`config.mk`:
```
export PLATFORM = sky130hd
export DESIGN_NAME = uart_tx_byte
export DESIGN_NICKNAME = d
export VERILOG_FILES = /design/src/rtl/test_pkg.sv /design/src/rtl/uart_tx_byte.sv
export SDC_FILE = /design/constraint.sdc
export NUM_CORES = 1
export LEC_CHECK = 0
export CAP_MARGIN = 20
export CORE_MARGIN = 10
export CORE_UTILIZATION = 50
export DETAILED_ROUTE_END_ITERATION = 8
export GPL_ROUTABILITY_DRIVEN = 0
export GPL_TIMING_DRIVEN = 0
export HOLD_SLACK_MARGIN = 0.08
export PLACE_DENSITY_LB_ADDON = 0.12
export SLEW_MARGIN = 20
export SYNTH_ARGS = -nofsm -noshare
export SYNTH_HDL_FRONTEND = slang
export SYNTH_SLANG_ARGS = --single-unit
```
`constraint.sdc`:
```
create_clock -name clk -period 3.9 [get_ports clk]
set_clock_uncertainty 0.2 [all_clocks]
set_input_delay 0.39 -clock clk [delete_from_list [all_inputs] [get_ports clk]]
set_output_delay 0.39 -clock clk [all_outputs]
set_load 0.03 [all_outputs]
```
`src/rtl/test_pkg.sv`:
```
// Shared types and constants for the self-test result collector and its UART.
package test_pkg;

  typedef enum logic [1:0] {
    ST_IDLE     = 2'd0,
    ST_RUN      = 2'd1,
    ST_REPORT   = 2'd2,
    ST_COMPLETE = 2'd3
  } state_t;

  localparam logic [7:0] CHAR_PASS    = 8'h50;
  localparam logic [7:0] CHAR_FAIL    = 8'h46;
  localparam logic [7:0] CHAR_TIMEOUT = 8'h54;
  localparam logic [7:0] CHAR_CR      = 8'h0D;
  localparam logic [7:0] CHAR_LF      = 8'h0A;

  localparam int FRAME_BITS = 10;

  // A timeout outranks a failure in the per-unit report character.
  function automatic logic [7:0] verdict_char(input logic timed_out, input logic failed);
    logic [7:0] c;
    if (timed_out) begin
      c = CHAR_TIMEOUT;
    end else if (failed) begin
      c = CHAR_FAIL;
    end else begin
      c = CHAR_PASS;
    end
    return c;
  endfunction

endpackage

```
`src/rtl/uart_tx_byte.sv`:
```
// 8N1 UART transmitter, one byte per valid/ready handshake, back-to-back capable.
module uart_tx_byte
  import test_pkg::*;
#(
  parameter int CLK_DIV = 104
) (
  input  logic       clk,
  input  logic       rst_n,
  input  logic [7:0] data,
  input  logic       valid,
  output logic       ready,
  output logic       tx
);

  localparam int DIV_W = (CLK_DIV > 1) ? $clog2(CLK_DIV) : 1;
  localparam int BIT_W = $clog2(FRAME_BITS);

  logic [FRAME_BITS-1:0] shift_r;
  logic [DIV_W-1:0]      div_cnt_r;
  logic [BIT_W-1:0]      bit_cnt_r;
  logic                  active_r;
  logic                  last_tick_s;
  logic                  frame_end_s;

  assign last_tick_s = (div_cnt_r == DIV_W'(CLK_DIV - 1));
  assign frame_end_s = last_tick_s && (bit_cnt_r == BIT_W'(FRAME_BITS - 1));
  // Accepting during the final stop-bit cycle lets the next start bit follow with no gap.
  assign ready       = !active_r || frame_end_s;
  assign tx          = shift_r[0];

  // Frame shifter and bit timing.
  always_ff @(posedge clk or negedge rst_n) begin
    if (!rst_n) begin
      shift_r   <= {FRAME_BITS{1'b1}};
      div_cnt_r <= {DIV_W{1'b0}};
      bit_cnt_r <= {BIT_W{1'b0}};
      active_r  <= 1'b0;
    end else if (valid && ready) begin
      shift_r   <= {1'b1, data, 1'b0};
      div_cnt_r <= {DIV_W{1'b0}};
      bit_cnt_r <= {BIT_W{1'b0}};
      active_r  <= 1'b1;
    end else if (active_r) begin
      if (frame_end_s) begin
        active_r <= 1'b0;
      end else if (last_tick_s) begin
        div_cnt_r <= {DIV_W{1'b0}};
        bit_cnt_r <= bit_cnt_r + BIT_W'(1);
        shift_r   <= {1'b1, shift_r[FRAME_BITS-1:1]};
      end else begin
        div_cnt_r <= div_cnt_r + DIV_W'(1);
      end
    end
  end

endmodule

```
# [Word-level counts from Yosys, hierarchy flattened]
# Index checks and enable logic that the tools add are counted.
# Widths: inputs -> output; s select.
[totals] register_bits=22 elab_cells=32
[classes] n_addsub=2 n_eq_ne=3 mux=15 n_reduce_logical=8
[ops] cell="$mux 10" count=4
[ops] cell="$mux 7" count=4
[ops] cell="$mux 4" count=4
[ops] cell="$add 7x1->7 const B" count=1
[ops] cell="$eq 7x7->1 const B" count=1
[ops] cell="$add 4x1->4 const B" count=1
[ops] cell="$eq 4x4->1 const B" count=1
[ops] cell="$reduce_bool 2->1" count=2
[ops] cell="$mux 1" count=3
[ops] cell="$reduce_and 3->1" count=1
[ops] cell="$logic_and 1x1->1" count=2
[ops] cell="$ne 2x1->1 const B" count=1
[ops] cell="$reduce_and 2->1" count=1
[ops] cell="$logic_not 1->1" count=1
[ops] cell="$logic_or 1x1->1" count=1

# [Logic depth before layout (Yosys ltp)]
# Gate-level depths: netlist (run 1).
[depth] depth_word=6 ltp_mapped=7

# [Worst setup path after synthesis (run 1)]
# OpenSTA, ideal clock, no wires.
[synth_timing] path_kind="register to register" from="register div_cnt_r[3]" to="register shift_r[2]" setup_time_ns=0.061 t_arrival_ns=1.999 t_required_ns=3.639 path_slack_ns=1.640 stages_incl_launch_ff=8 path_buffers=3 path_cell_list="dfrtp_1 -> buf_6 -> or3b_4 -> buf_6 -> o41ai_4 -> and2_1 -> buf_6 -> a221o_1"
[synth_between] elab_chain_len=6 elab_cells_between_ends=9 classes_between="2 x eq/ne; 1 x mux; 6 x reduce/logical"
[synth_lines] item="start: declaration" line="uart_tx_byte.sv:19" source="logic [DIV_W-1:0] div_cnt_r;"
[synth_lines] item="start signal: assignment" line="uart_tx_byte.sv:35" source="div_cnt_r <= {DIV_W{1'b0}};"
[synth_lines] item="start signal: assignment" line="uart_tx_byte.sv:40" source="div_cnt_r <= {DIV_W{1'b0}};"
[synth_lines] item="start signal: assignment" line="uart_tx_byte.sv:47" source="div_cnt_r <= {DIV_W{1'b0}};"
[synth_lines] item="$eq 7x7->1 (*)" line="uart_tx_byte.sv:25" source="assign last_tick_s = (div_cnt_r == DIV_W'(CLK_DIV - 1));"
[synth_lines] item="$logic_and 1x1->1 (*)" line="uart_tx_byte.sv:26" source="assign frame_end_s = last_tick_s && (bit_cnt_r == BIT_W'(FRAME_BITS - 1));"
[synth_lines] item="$logic_or 1x1->1 (*)" line="uart_tx_byte.sv:28" source="assign ready = !active_r || frame_end_s;"
[synth_lines] item="via ready" line="uart_tx_byte.sv:11" source="output logic ready,"
[synth_lines] item="$logic_and 1x1->1 (*)" line="uart_tx_byte.sv:38" source="end else if (valid && ready) begin"
[synth_lines] item="$ne 2x1->1 (no source line) / $reduce_bool 2->1 (equally long branches)"
[synth_lines] item="$reduce_and 3->1 (no source line)"
[synth_lines] item="end signal: assignment" line="uart_tx_byte.sv:34" source="shift_r <= {FRAME_BITS{1'b1}};"
[synth_lines] item="end signal: assignment" line="uart_tx_byte.sv:39" source="shift_r <= {1'b1, data, 1'b0};"
[synth_lines] item="end signal: assignment" line="uart_tx_byte.sv:49" source="shift_r <= {1'b1, shift_r[FRAME_BITS-1:1]};"
[synth_lines] item="end: declaration" line="uart_tx_byte.sv:18" source="logic [FRAME_BITS-1:0] shift_r;"
# Mark *: on every way through the listed nets, which the timed path passes. The rest lies on a longest branch.
# A chain may end at the register's enable or synchronous reset.

# [Worst setup path in the final report (run 1)]
[layout_timing] from="register div_cnt_r[0]" to="output ready"
[layout_between] elab_chain_len=3
[layout_lines] item="$eq 7x7->1" line="uart_tx_byte.sv:25"
[layout_lines] item="$logic_and 1x1->1" line="uart_tx_byte.sv:26"
[layout_lines] item="$logic_or 1x1->1" line="uart_tx_byte.sv:28"
[layout_lines] item="end: declaration" line="uart_tx_byte.sv:11"
# Every way passes these cells.

==> impl_summary.txt, run 1 <==
----------------------------------------------------
[Placement]
  Placement-stage worst setup slack ... 1.18 ns
  Dpl cells ... 141
  Number of buffers added on ports ... 12
  Detailed-placement wirelength estimate ... 1540 um
  Standard cell area after detailed placement ... 0.00129 mm^2

[Job]
  Max_cap viols ... 0

[Layout]
  FILL cells ... 187
  Multi-input logic area ... 533 um^2
  Combined flip-flop and latch cell area ... 537 um^2
  Share of cells above drive strength 1 ... 0.197
  Nets ... 132
  Layout area overhead ... 15.9%
  Core utilization of the finished layout ... 0.603
  Cell area after layout ... 0.00132 mm^2
  Final antenna diode count ... 0
  Number of standard cells in the layout, taps in and fillers out ... 145

[CTS]
  CTS Buffer Depth ... 2
  Clk Latency, worst-skew pair ... 0.31 ns
  Setup Buffers After CTS ... 0
  TritonCTS clock tree ... yes
  Htree depth ... 1
  CTS Root Cell ... sky130_fd_sc_hd__clkbuf_4
  TritonCTS Buffers ... 3
  Number of buffers inserted for hold repair after clock tree synthesis ... 0
  Number of resized instances in the post-cts repair step ... 0
  Total clock sinks ... 21
  Clock Pin Slew Worst Setup and Hold Paths ... 0.11 ns

[GRT]
  Most used routing layer ... met2
  Global Route met2 Usage ... 0.150
  Global-route wire length before repair ... 3750 um
  GR Layer Usage met1 ... 0.141
  GR Util All Layers ... 0.107
  Total gr overflow ... 0
  Antenna violations before repair ... 0
  Pin count of the biggest net entering global routing ... 22
  Vias in the first global route ... 789
  Global-route track usage on met3 ... 0.0364

[Floorplan]
  Starting Density ... 0.520
  Die span in x ... 67.7 um
  Row Count ... 17
  Die H ... 67.7 um
  Standard cell core area ... 0.00219 mm^2
  Area of the die ... 0.00459 mm^2
  Ports ... 13

[Pwr]
  Power density relative to cell area ... 257 mW/mm^2
  Sequential share of power ... 0.642
  Share of power burned in combinational logic ... 0.043
  Switch Pwr ... 0.0729 mW
  Standby leakage power ... 0.587 nW
  Part of the power in the clock network ... 0.315
  Internal cell power ... 0.267 mW
  Maximum vdd ir drop ... 0.000181 V
  Switching Fraction ... 0.214
  Overall power after layout ... 0.340 mW

[Synthesis]
  Post-synth top area cell ... sky130_fd_sc_hd__dfrtp_1
  Count of distinct cell types in the synthesized netlist ... 40
  Top FF cell, synth ... sky130_fd_sc_hd__dfrtp_1
  Total of flip-flops plus latches after synthesis ... 21
  Most numerous cell in the Yosys netlist ... sky130_fd_sc_hd__dfrtp_1
  Post-synthesis net count ... 115
  Syn_area_per_cell ... 11.3 um^2
  Sequential element share of the synthesized area ... 0.471
  Number of instances in the synthesized netlist ... 101
  Most instantiated cells after synthesis ... sky130_fd_sc_hd__dfrtp_1, sky130_fd_sc_hd__and2_1, sky130_fd_sc_hd__dfstp_2, sky130_fd_sc_hd__a221o_1, sky130_fd_sc_hd__inv_1
  Warnings, synthesis ... 0
  Mapped Area ... 0.00114 mm^2
  Number of enable flip-flop cells after synthesis ... 0
  Cell types occupying the most area after synthesis ... sky130_fd_sc_hd__dfrtp_1, sky130_fd_sc_hd__dfstp_2, sky130_fd_sc_hd__a221o_1
  Proportion of synthesized flip-flops having asynchronous set or reset ... 1.00
  Synth top area share ... 0.264

[STA]
  Crit path setup slack, layout ... 0.842 ns
  Unrepaired setup endpoints after global routing ... no
  Max-slew headroom at the worst pin ... 0.373
  Final setup violation count ... 0
  Final worst path period share ... 0.784
  Hold Worst Slack ... 0.293 ns
  Final hold viol count ... 0
  Peak Freq ... 327 MHz
  Post-route setup TNS ... 0 ns
  Slew of the pin with the lowest slew margin ... 0.938 ns
  Final Slew Violations ... 0
  Minimum period implied by the final worst setup slack ... 3.06 ns

[Detailed routing]
  Violation count after the first detailed-route iteration ... 26
  Number of remaining DRC errors ... 0
  Vias per std cell ... 5.59
  Number of vias after detailed routing ... 811
  Detailed-route wire length per cell ... 14.9 um
  Count of antenna-violating nets left after detailed routing ... 0
  Number of search-and-repair iterations in the first detailed-routing pass ... 4
  Routed wire length ... 2160 um

[Setup path]
  Worst EP required ... 3.31 ns
  Category of the worst setup path capture point ... output pin
  Kind of start point of the critical path ... register
  Type of the setup path with the least slack ... register to output pin
  Critical path peak fanout ... 7
  FF-to-FF setup slack ... 1.66 ns
  Arrival time of data at the critical path endpoint ... 2.47 ns

[Run status]
  Status ... finished clean

[Min path]
  Class of the tightest hold or removal check ... register to register

----------------------------------------------------
cell usage in the layout, fill, tap and decap left out, types with 2 or more instances in the layout:
master / n
sky130_fd_sc_hd__nand3_1: 5
sky130_fd_sc_hd__o21ai_0: 5
sky130_fd_sc_hd__dfrtp_1: 12
sky130_fd_sc_hd__nand2_1: 5
sky130_fd_sc_hd__and2_1: 9
sky130_fd_sc_hd__o31ai_1: 2
sky130_fd_sc_hd__inv_1: 7
sky130_fd_sc_hd__nor3_1: 2
sky130_fd_sc_hd__a22o_1: 3
sky130_fd_sc_hd__clkbuf_1: 2
sky130_fd_sc_hd__a221o_1: 7
sky130_fd_sc_hd__clkbuf_4: 3
sky130_fd_sc_hd__a21oi_1: 2
sky130_fd_sc_hd__dfstp_2: 9
sky130_fd_sc_hd__clkdlybuf4s50_1: 12
sky130_fd_sc_hd__xnor2_1: 2
sky130_fd_sc_hd__buf_6: 3
sky130_fd_sc_hd__ha_1: 3
cell type report:
class                      instances  area share
sequential                        21       0.407
multi-input combinational         68       0.404
timing repair buffer              12      0.0910
buffer                             5      0.0322
tap                               28      0.0265
clock buffer                       4      0.0199
inverter                           7      0.0199
critical path: stages, from the launching register on:
cell and delay (ns):
sky130_fd_sc_hd__dfrtp_1 0.40, sky130_fd_sc_hd__ha_1 0.22, sky130_fd_sc_hd__nand3_1 0.34, sky130_fd_sc_hd__o41ai_4 0.47, sky130_fd_sc_hd__clkdlybuf4s50_1 0.74
sequential cells by signal, summed over array words and instances, names as in the netlist:
name and cells:
div_cnt_r 7, shift_r 9, bit_cnt_r 4, active_r 1
power groups by stage:
stage	clock, mW	combinational [mW]	sequential, mW
6_report	0.107	0.0147	0.218
5_1_grt	0.121	0.0160	0.218
4_1_cts	0.113	0.0153	0.218
3_5_place_dp	0	0.0153	0.222
3_3_place_gp	0	0.0150	0.222
2_1_floorplan	0	0.000183	0.222
routing by layer:
layer	vias to the layer above	wire, um
met5	-	0
met4	0	40
met3	4	81
met2	10	937
met1	392	1100
li1	405	-
path summary, 6_finish.rpt:
path	startpoint	endpoint	cells after the start
worst max-delay path	div_cnt_r[0]	ready	4
worst min-delay path	shift_r[8]	shift_r[8]	2
worst max register to register	div_cnt_r[0]	shift_r[4]	6
worst min register to register	shift_r[8]	shift_r[8]	2
max in group asynchronous	rst_n	div_cnt_r[3]	1
min in group asynchronous	rst_n	bit_cnt_r[1]	1
logic make-up (layout without fill, tap and decap cells):
logic type | count (synthesis) | count (layout) | share of synthesized area
buffers and inverters | 12 | 28 | 0.0604
DFF | 21 | 21 | 0.471
muxes | 1 | 1 | 0.00989
AOI/OAI and AO/OA | 27 | 27 | 0.212
xor gates and xnor gates | 3 | 3 | 0.0231
and+or+nand+nor | 34 | 34 | 0.190
adders and majority gates | 3 | 3 | 0.0330
No activity file was read; power rests on OpenSTA's default activity.
==> run 2, diff against run 1 <==
--- a/config.mk
+++ b/config.mk
@@ -7,7 +7,7 @@
 export LEC_CHECK = 0
 export CAP_MARGIN = 20
 export CORE_MARGIN = 10
-export CORE_UTILIZATION = 50
+export CORE_UTILIZATION = 49
 export DETAILED_ROUTE_END_ITERATION = 8
 export GPL_ROUTABILITY_DRIVEN = 0
 export GPL_TIMING_DRIVEN = 0
==> constraint.sdc (replaced) <==
create_clock -name clk -period 2.7 [get_ports clk]
set_clock_uncertainty 0.2 [all_clocks]
set_input_delay 0.27 -clock clk [delete_from_list [all_inputs] [get_ports clk]]
set_output_delay 0.27 -clock clk [all_outputs]
set_load 0.03 [all_outputs]
==> run 2 against run 1 <==
Die area is 1.4% higher. Core utilization is 0.30 points lower. Sequential cell count stayed put. Setup slack worse by 0.73 ns. Clock-buffer cell count is 1 lower. Worst hold slack worse by 0.037 ns. Power is 46% higher. Non-clock buffer count stayed put. Sequential power is 44% higher. Register-to-register slack worse by 1.1 ns. Critical endpoint unchanged.
==> impl_summary.txt, run 2 (synthesis gave the netlist of run 1 again) <==
----------------------------------------------------
[Setup path]
  Category of the worst setup path capture point ... output pin
  Arrival time of data at the critical path endpoint ... 2.12 ns
  R2r endpoint ... shift_r[7]
  Critical path peak fanout ... 9
  Kind of start point of the critical path ... register
  Type of the setup path with the least slack ... register to output pin
  R2r startpoint ... div_cnt_r[3]
  Number of cell instances on the worst register-to-register path ... 6
  Worst EP required ... 2.23 ns
  FF-to-FF setup slack ... 0.52 ns

[Floorplan]
  Area of the die ... 0.00465 mm^2
  Starting Density ... 0.515
  Ports ... 13
  Standard cell core area ... 0.00221 mm^2
  Die span in x ... 68.2 um
  Row Count ... 17
  Die H ... 68.2 um

[Job]
  Max_cap viols ... 0

[CTS]
  TritonCTS clock tree ... yes
  TritonCTS Buffers ... 3
  CTS Buffer Depth ... 2
  Clock Pin Slew Worst Setup and Hold Paths ... 0.14 ns
  Htree depth ... 1
  Total clock sinks ... 21
  Number of buffers inserted for hold repair after clock tree synthesis ... 0
  CTS Root Cell ... sky130_fd_sc_hd__clkbuf_4
  Clk Latency, worst-skew pair ... 0.32 ns

[Layout]
  Nets ... 132
  Most common cell after layout, fill and taps aside ... sky130_fd_sc_hd__dfrtp_1
  Number of flip-flops in the largest register ... 9
  Core utilization of the finished layout ... 0.600
  Number of standard cells in the layout, taps in and fillers out ... 145
  Most flop-heavy register ... shift_r
  Multi-input logic area ... 538 um^2
  Final antenna diode count ... 0
  Registers with the highest flip-flop counts ... shift_r x9, div_cnt_r x7, bit_cnt_r x4
  Combined flip-flop and latch cell area ... 537 um^2
  Layout area overhead ... 16.5%
  FILL cells ... 200
  Share of cells above drive strength 1 ... 0.214
  Highest-count cells in the layout ignoring fill and taps ... sky130_fd_sc_hd__dfrtp_1, sky130_fd_sc_hd__clkdlybuf4s50_1, sky130_fd_sc_hd__and2_1, sky130_fd_sc_hd__dfstp_2

[STA]
  Minimum period implied by the final worst setup slack ... 2.59 ns
  Final hold viol count ... 0
  Peak Freq ... 386 MHz
  Final worst path period share ... 0.959
  Slew of the pin with the lowest slew margin ... 0.940 ns
  Final setup violation count ... 0
  Final Slew Violations ... 0
  Max-slew headroom at the worst pin ... 0.371
  Post-route setup TNS ... 0 ns
  Crit path setup slack, layout ... 0.111 ns
  Unrepaired setup endpoints after global routing ... no

[Detailed routing]
  Number of remaining DRC errors ... 0
  Violation count after the first detailed-route iteration ... 43
  Number of search-and-repair iterations in the first detailed-routing pass ... 5
  Highest layer used for signal routing ... met3
  Length of routed met2 wiring ... 1050 um
  Vias per std cell ... 5.66
  Routed wire length ... 2320 um
  Count of antenna-violating nets left after detailed routing ... 0
  Number of vias after detailed routing ... 820
  Met3 WL ... 162 um
  M1 wire length ... 1110 um
  Detailed-route wire length per cell ... 16.0 um

[Pwr]
  Power density relative to cell area ... 375 mW/mm^2
  Maximum vdd ir drop ... 0.000264 V
  Standby leakage power ... 0.591 nW
  Overall power after layout ... 0.498 mW

[GRT]
  GR Util All Layers ... 0.108
  Pin count of the biggest net entering global routing ... 22
  Total gr overflow ... 0
  Antenna violations before repair ... 0
  Global-route wire length before repair ... 3910 um
  Vias in the first global route ... 835

[Placement]
  Placement-stage worst setup slack ... 0.0781 ns
  Number of buffers added on ports ... 12
  Detailed-placement wirelength estimate ... 1570 um
  Dpl cells ... 141

[Run status]
  Status ... finished clean

[Min path]
  Class of the tightest hold or removal check ... input port to async pin

----------------------------------------------------
run 2: cell count changes in the layout (fill, tap and decap cells not counted), sizes merged:
| cell | change |
|---|---|
| clkbuf | -1 |
| clkdlybuf4s15 | +1 |
| clkdlybuf4s50 | -1 |
| clkinv | +1 |
run 2: report_power, final:
| part | switching, mW | internal, mW | total (mW) |
|---|---|---|---|
| Combinational | 0.00867 | 0.0128 | 0.0215 |
| Clock | 0.106 | 0.0554 | 0.161 |
| Sequential | 0 | 0.315 | 0.315 |
run 2: layout make-up:
class | count | share of cell area
plain buffers | 5 | 0.0321
clock buffers | 3 | 0.0170
clock inverters | 1 | 0.00377
inverters | 7 | 0.0198
multi-input cells | 68 | 0.406
flip-flops and latches | 21 | 0.405
well taps | 28 | 0.0264
repair buffers | 12 | 0.0906
run 2: worst max path at each step:
stage	startpoint	to	cells after the start	slack, ns
after detailed placement	div_cnt_r[0]	ready	4	0.08
after global routing	div_cnt_r[3]	ready	5	0.008
after global placement	div_cnt_r[0]	ready	4	0.13
after CTS	div_cnt_r[0]	ready	4	0.02
final	div_cnt_r[3]	ready	5	0.11
after floorplan	div_cnt_r[3]	shift_r[2]	7	0.44
run 2: stage by stage:
step           cell area [um^2]  hold slack [ns]
2_1_floorplan              1140           -0.226
3_3_place_gp               1290            0.275
3_5_place_dp               1290            0.281
4_1_cts                    1320            0.293
5_1_grt                    1330            0.304
6_report                   1330            0.256
run 2: critical path, cell delays in order, from the launching register on:
cell and delay, ns:
sky130_fd_sc_hd__dfrtp_1 0.39, sky130_fd_sc_hd__buf_6 0.13, sky130_fd_sc_hd__or3b_4 0.39, sky130_fd_sc_hd__buf_6 0.14
sky130_fd_sc_hd__o41ai_4 0.34, sky130_fd_sc_hd__clkdlybuf4s15_1 0.43
run 2: per-layer routing:
metal | up-vias | track usage
li1 | 404 | -
met1 | 397 | 0.148
met2 | 19 | 0.158
met3 | 0 | 0.0326
met4 | 0 | 0.0377
met5 | - | 0
run 2: repair_timing:
item,CTS,global route
gates resized for setup,1,2
setup buffers,0,0
setup endpoints to repair,1,1
==> run 3, diff against run 2 <==
--- a/config.mk
+++ b/config.mk
@@ -5,13 +5,15 @@
 export SDC_FILE = /design/constraint.sdc
 export NUM_CORES = 1
 export LEC_CHECK = 0
+export ABC_CLOCK_PERIOD_IN_PS = 3400
 export CAP_MARGIN = 20
 export CORE_MARGIN = 10
-export CORE_UTILIZATION = 49
+export CORE_UTILIZATION = 50
 export DETAILED_ROUTE_END_ITERATION = 8
 export GPL_ROUTABILITY_DRIVEN = 0
 export GPL_TIMING_DRIVEN = 0
 export HOLD_SLACK_MARGIN = 0.08
+export MAX_ROUTING_LAYER = met4
 export PLACE_DENSITY_LB_ADDON = 0.12
 export SLEW_MARGIN = 20
 export SYNTH_ARGS = -nofsm -noshare
==> constraint.sdc (replaced) <==
create_clock -name clk -period 3.4 [get_ports clk]
set_clock_uncertainty 0.2 [all_clocks]
set_input_delay 0.34 -clock clk [delete_from_list [all_inputs] [get_ports clk]]
set_output_delay 0.34 -clock clk [all_outputs]
set_load 0.03 [all_outputs]
==> run 3 against run 2 <==
Sequential power decreased by 21%. Register-to-register slack better by 0.64 ns. Worst hold slack gained 0.037 ns. Sequential share of layout area is 0.19 points higher. Final cell count unchanged. Largest cell class is now flip-flops and latches. Sequential cell count unchanged. Clock-buffer cell count is 1 higher. Critical endpoint unchanged. First-iteration DRC count fell by 42%. Largest power group unchanged.
==> impl_summary.txt, run 3 (synthesis gave the netlist of run 1 again) <==
----------------------------------------------------
[Run status]
  Status ... finished clean

[Detailed routing]
  Number of search-and-repair iterations in the first detailed-routing pass ... 4
  Detailed-route wire length per cell ... 14.9 um
  Vias per std cell ... 5.63
  Number of remaining DRC errors ... 0
  Routed wire length ... 2150 um
  Violation count after the first detailed-route iteration ... 25
  Number of vias after detailed routing ... 817
  Count of antenna-violating nets left after detailed routing ... 0

[Setup path]
  Worst path slowest cell ... sky130_fd_sc_hd__clkdlybuf4s50_1
  Worst EP required ... 2.86 ns
  Category of the worst setup path capture point ... output pin
  Type of the setup path with the least slack ... register to output pin
  Delay contributed by the slowest stage of the critical path ... 0.74 ns
  Critical path peak fanout ... 7
  Cell chain of the critical path ... ha_1, nand3_1, o41ai_4, clkdlybuf4s50_1
  Kind of start point of the critical path ... register
  Arrival time of data at the critical path endpoint ... 2.47 ns

[CTS]
  TritonCTS clock tree ... yes
  TritonCTS Buffers ... 3
  Number of resized instances in the post-cts repair step ... 0
  CTS Buffer Depth ... 2
  Clock Pin Slew Worst Setup and Hold Paths ... 0.11 ns
  Number of buffers inserted for hold repair after clock tree synthesis ... 0
  CTS Root Cell ... sky130_fd_sc_hd__clkbuf_4
  Htree depth ... 1
  Setup Buffers After CTS ... 0
  Total clock sinks ... 21
  Clk Latency, worst-skew pair ... 0.31 ns

[GRT]
  Antenna violations before repair ... 0
  Pin count of the biggest net entering global routing ... 22
  GR Util All Layers ... 0.110
  Total gr overflow ... 0
  Global-route wire length before repair ... 3750 um
  Vias in the first global route ... 788

[Layout]
  Share of cells above drive strength 1 ... 0.197
  Registers with the highest flip-flop counts ... shift_r x9, div_cnt_r x7, bit_cnt_r x4
  Final antenna diode count ... 0
  Combined flip-flop and latch cell area ... 537 um^2
  Layout area overhead ... 15.9%
  Most flop-heavy register ... shift_r
  Multi-input logic area ... 533 um^2
  FILL cells ... 187
  Nets ... 132
  Highest-count cells in the layout ignoring fill and taps ... sky130_fd_sc_hd__dfrtp_1, sky130_fd_sc_hd__clkdlybuf4s50_1, sky130_fd_sc_hd__and2_1, sky130_fd_sc_hd__dfstp_2
  Number of flip-flops in the largest register ... 9

[Pwr]
  Share of power burned in combinational logic ... 0.043
  Internal cell power ... 0.306 mW
  Part of the power in the clock network ... 0.315
  Maximum vdd ir drop ... 0.000208 V
  Switching Fraction ... 0.215
  Switch Pwr ... 0.0837 mW
  Sequential share of power ... 0.642
  Standby leakage power ... 0.587 nW
  Overall power after layout ... 0.390 mW
  Power density relative to cell area ... 295 mW/mm^2

[Floorplan]
  Standard cell core area ... 0.00219 mm^2
  Area of the die ... 0.00459 mm^2
  Starting Density ... 0.520
  Die H ... 67.7 um
  Row Count ... 17
  Die span in x ... 67.7 um
  Ports ... 13

[STA]
  Post-route setup TNS ... 0 ns
  Slew of the pin with the lowest slew margin ... 0.939 ns
  Unrepaired setup endpoints after global routing ... no
  Hold Worst Slack ... 0.293 ns
  Minimum period implied by the final worst setup slack ... 3.01 ns
  Max-slew headroom at the worst pin ... 0.372
  Peak Freq ... 332 MHz
  Final worst path period share ... 0.885
  Final setup violation count ... 0
  Final Slew Violations ... 0
  Final hold viol count ... 0

[Min path]
  Class of the tightest hold or removal check ... register to register

[Job]
  Max_cap viols ... 0

[Placement]
  Detailed-placement wirelength estimate ... 1540 um
  Number of buffers added on ports ... 12

----------------------------------------------------
## run 3: changes by cell type in the layout (fill, tap and decap cells not counted)
cell,change
sky130_fd_sc_hd__clkbuf_1,+1
sky130_fd_sc_hd__clkdlybuf4s15_1,-1
sky130_fd_sc_hd__clkdlybuf4s50_1,+1
sky130_fd_sc_hd__clkinv_2,-1
sky130_fd_sc_hd__nand3_1,+1
sky130_fd_sc_hd__nand3_2,-1
## run 3: final timing paths
path,endpoint,depth (start not counted),from,slack [ns]
max,ready,4,div_cnt_r[0],0.39
min,shift_r[8],2,shift_r[8],0.29
max reg2reg,shift_r[4],6,div_cnt_r[0],1.16
min reg2reg,shift_r[8],2,shift_r[8],0.29
max in group asynchronous,div_cnt_r[3],1,rst_n,2.08
min in group asynchronous,bit_cnt_r[1],1,rst_n,0.34
## run 3: area by class of cell
type	count	share of cell area
Buffer	5	0.0322
Inverter	7	0.0199
Clock buffer	4	0.0199
Timing Repair Buffer	12	0.0910
Tap cell	28	0.0265
Multi-Input combinational cell	68	0.404
Sequential cell	21	0.407
## run 3: critical path: cells and delay by family, from the launching register on
kind	cells	cell delay, ns
buffers and inverters	1	0.74
AOI/OAI and AO/OA	1	0.47
DFF	1	0.40
and+or+nand+nor	1	0.34
adders and majority gates	1	0.22
## run 3: metrics by stage
step           cells  utilization  setup slack [ns]  cell area (um^2)
2_1_floorplan    101            -              1.14              1140
3_3_place_gp     141        0.591             0.731              1290
3_5_place_dp     141        0.591             0.726              1290
4_1_cts          145        0.603             0.354              1320
5_1_grt          145        0.603             0.230              1320
6_report         145        0.603             0.392              1320
## run 3: power groups by stage
stage / logic (mW) / registers (mW) / clock network (mW)
finish: 0.0169 / 0.250 / 0.123
global route: 0.0184 / 0.250 / 0.139
CTS: 0.0175 / 0.250 / 0.130
detailed placement: 0.0175 / 0.255 / 0
floorplan: 0.000210 / 0.255 / 0
global placement: 0.0172 / 0.255 / 0
## run 3: layer usage
layer	global-route usage	up-vias	wire length [um]
met5	-	-	0
met4	0.0538	0	40
met3	0.0314	4	63
met2	0.150	14	941
met1	0.144	394	1110
li1	-	405	-
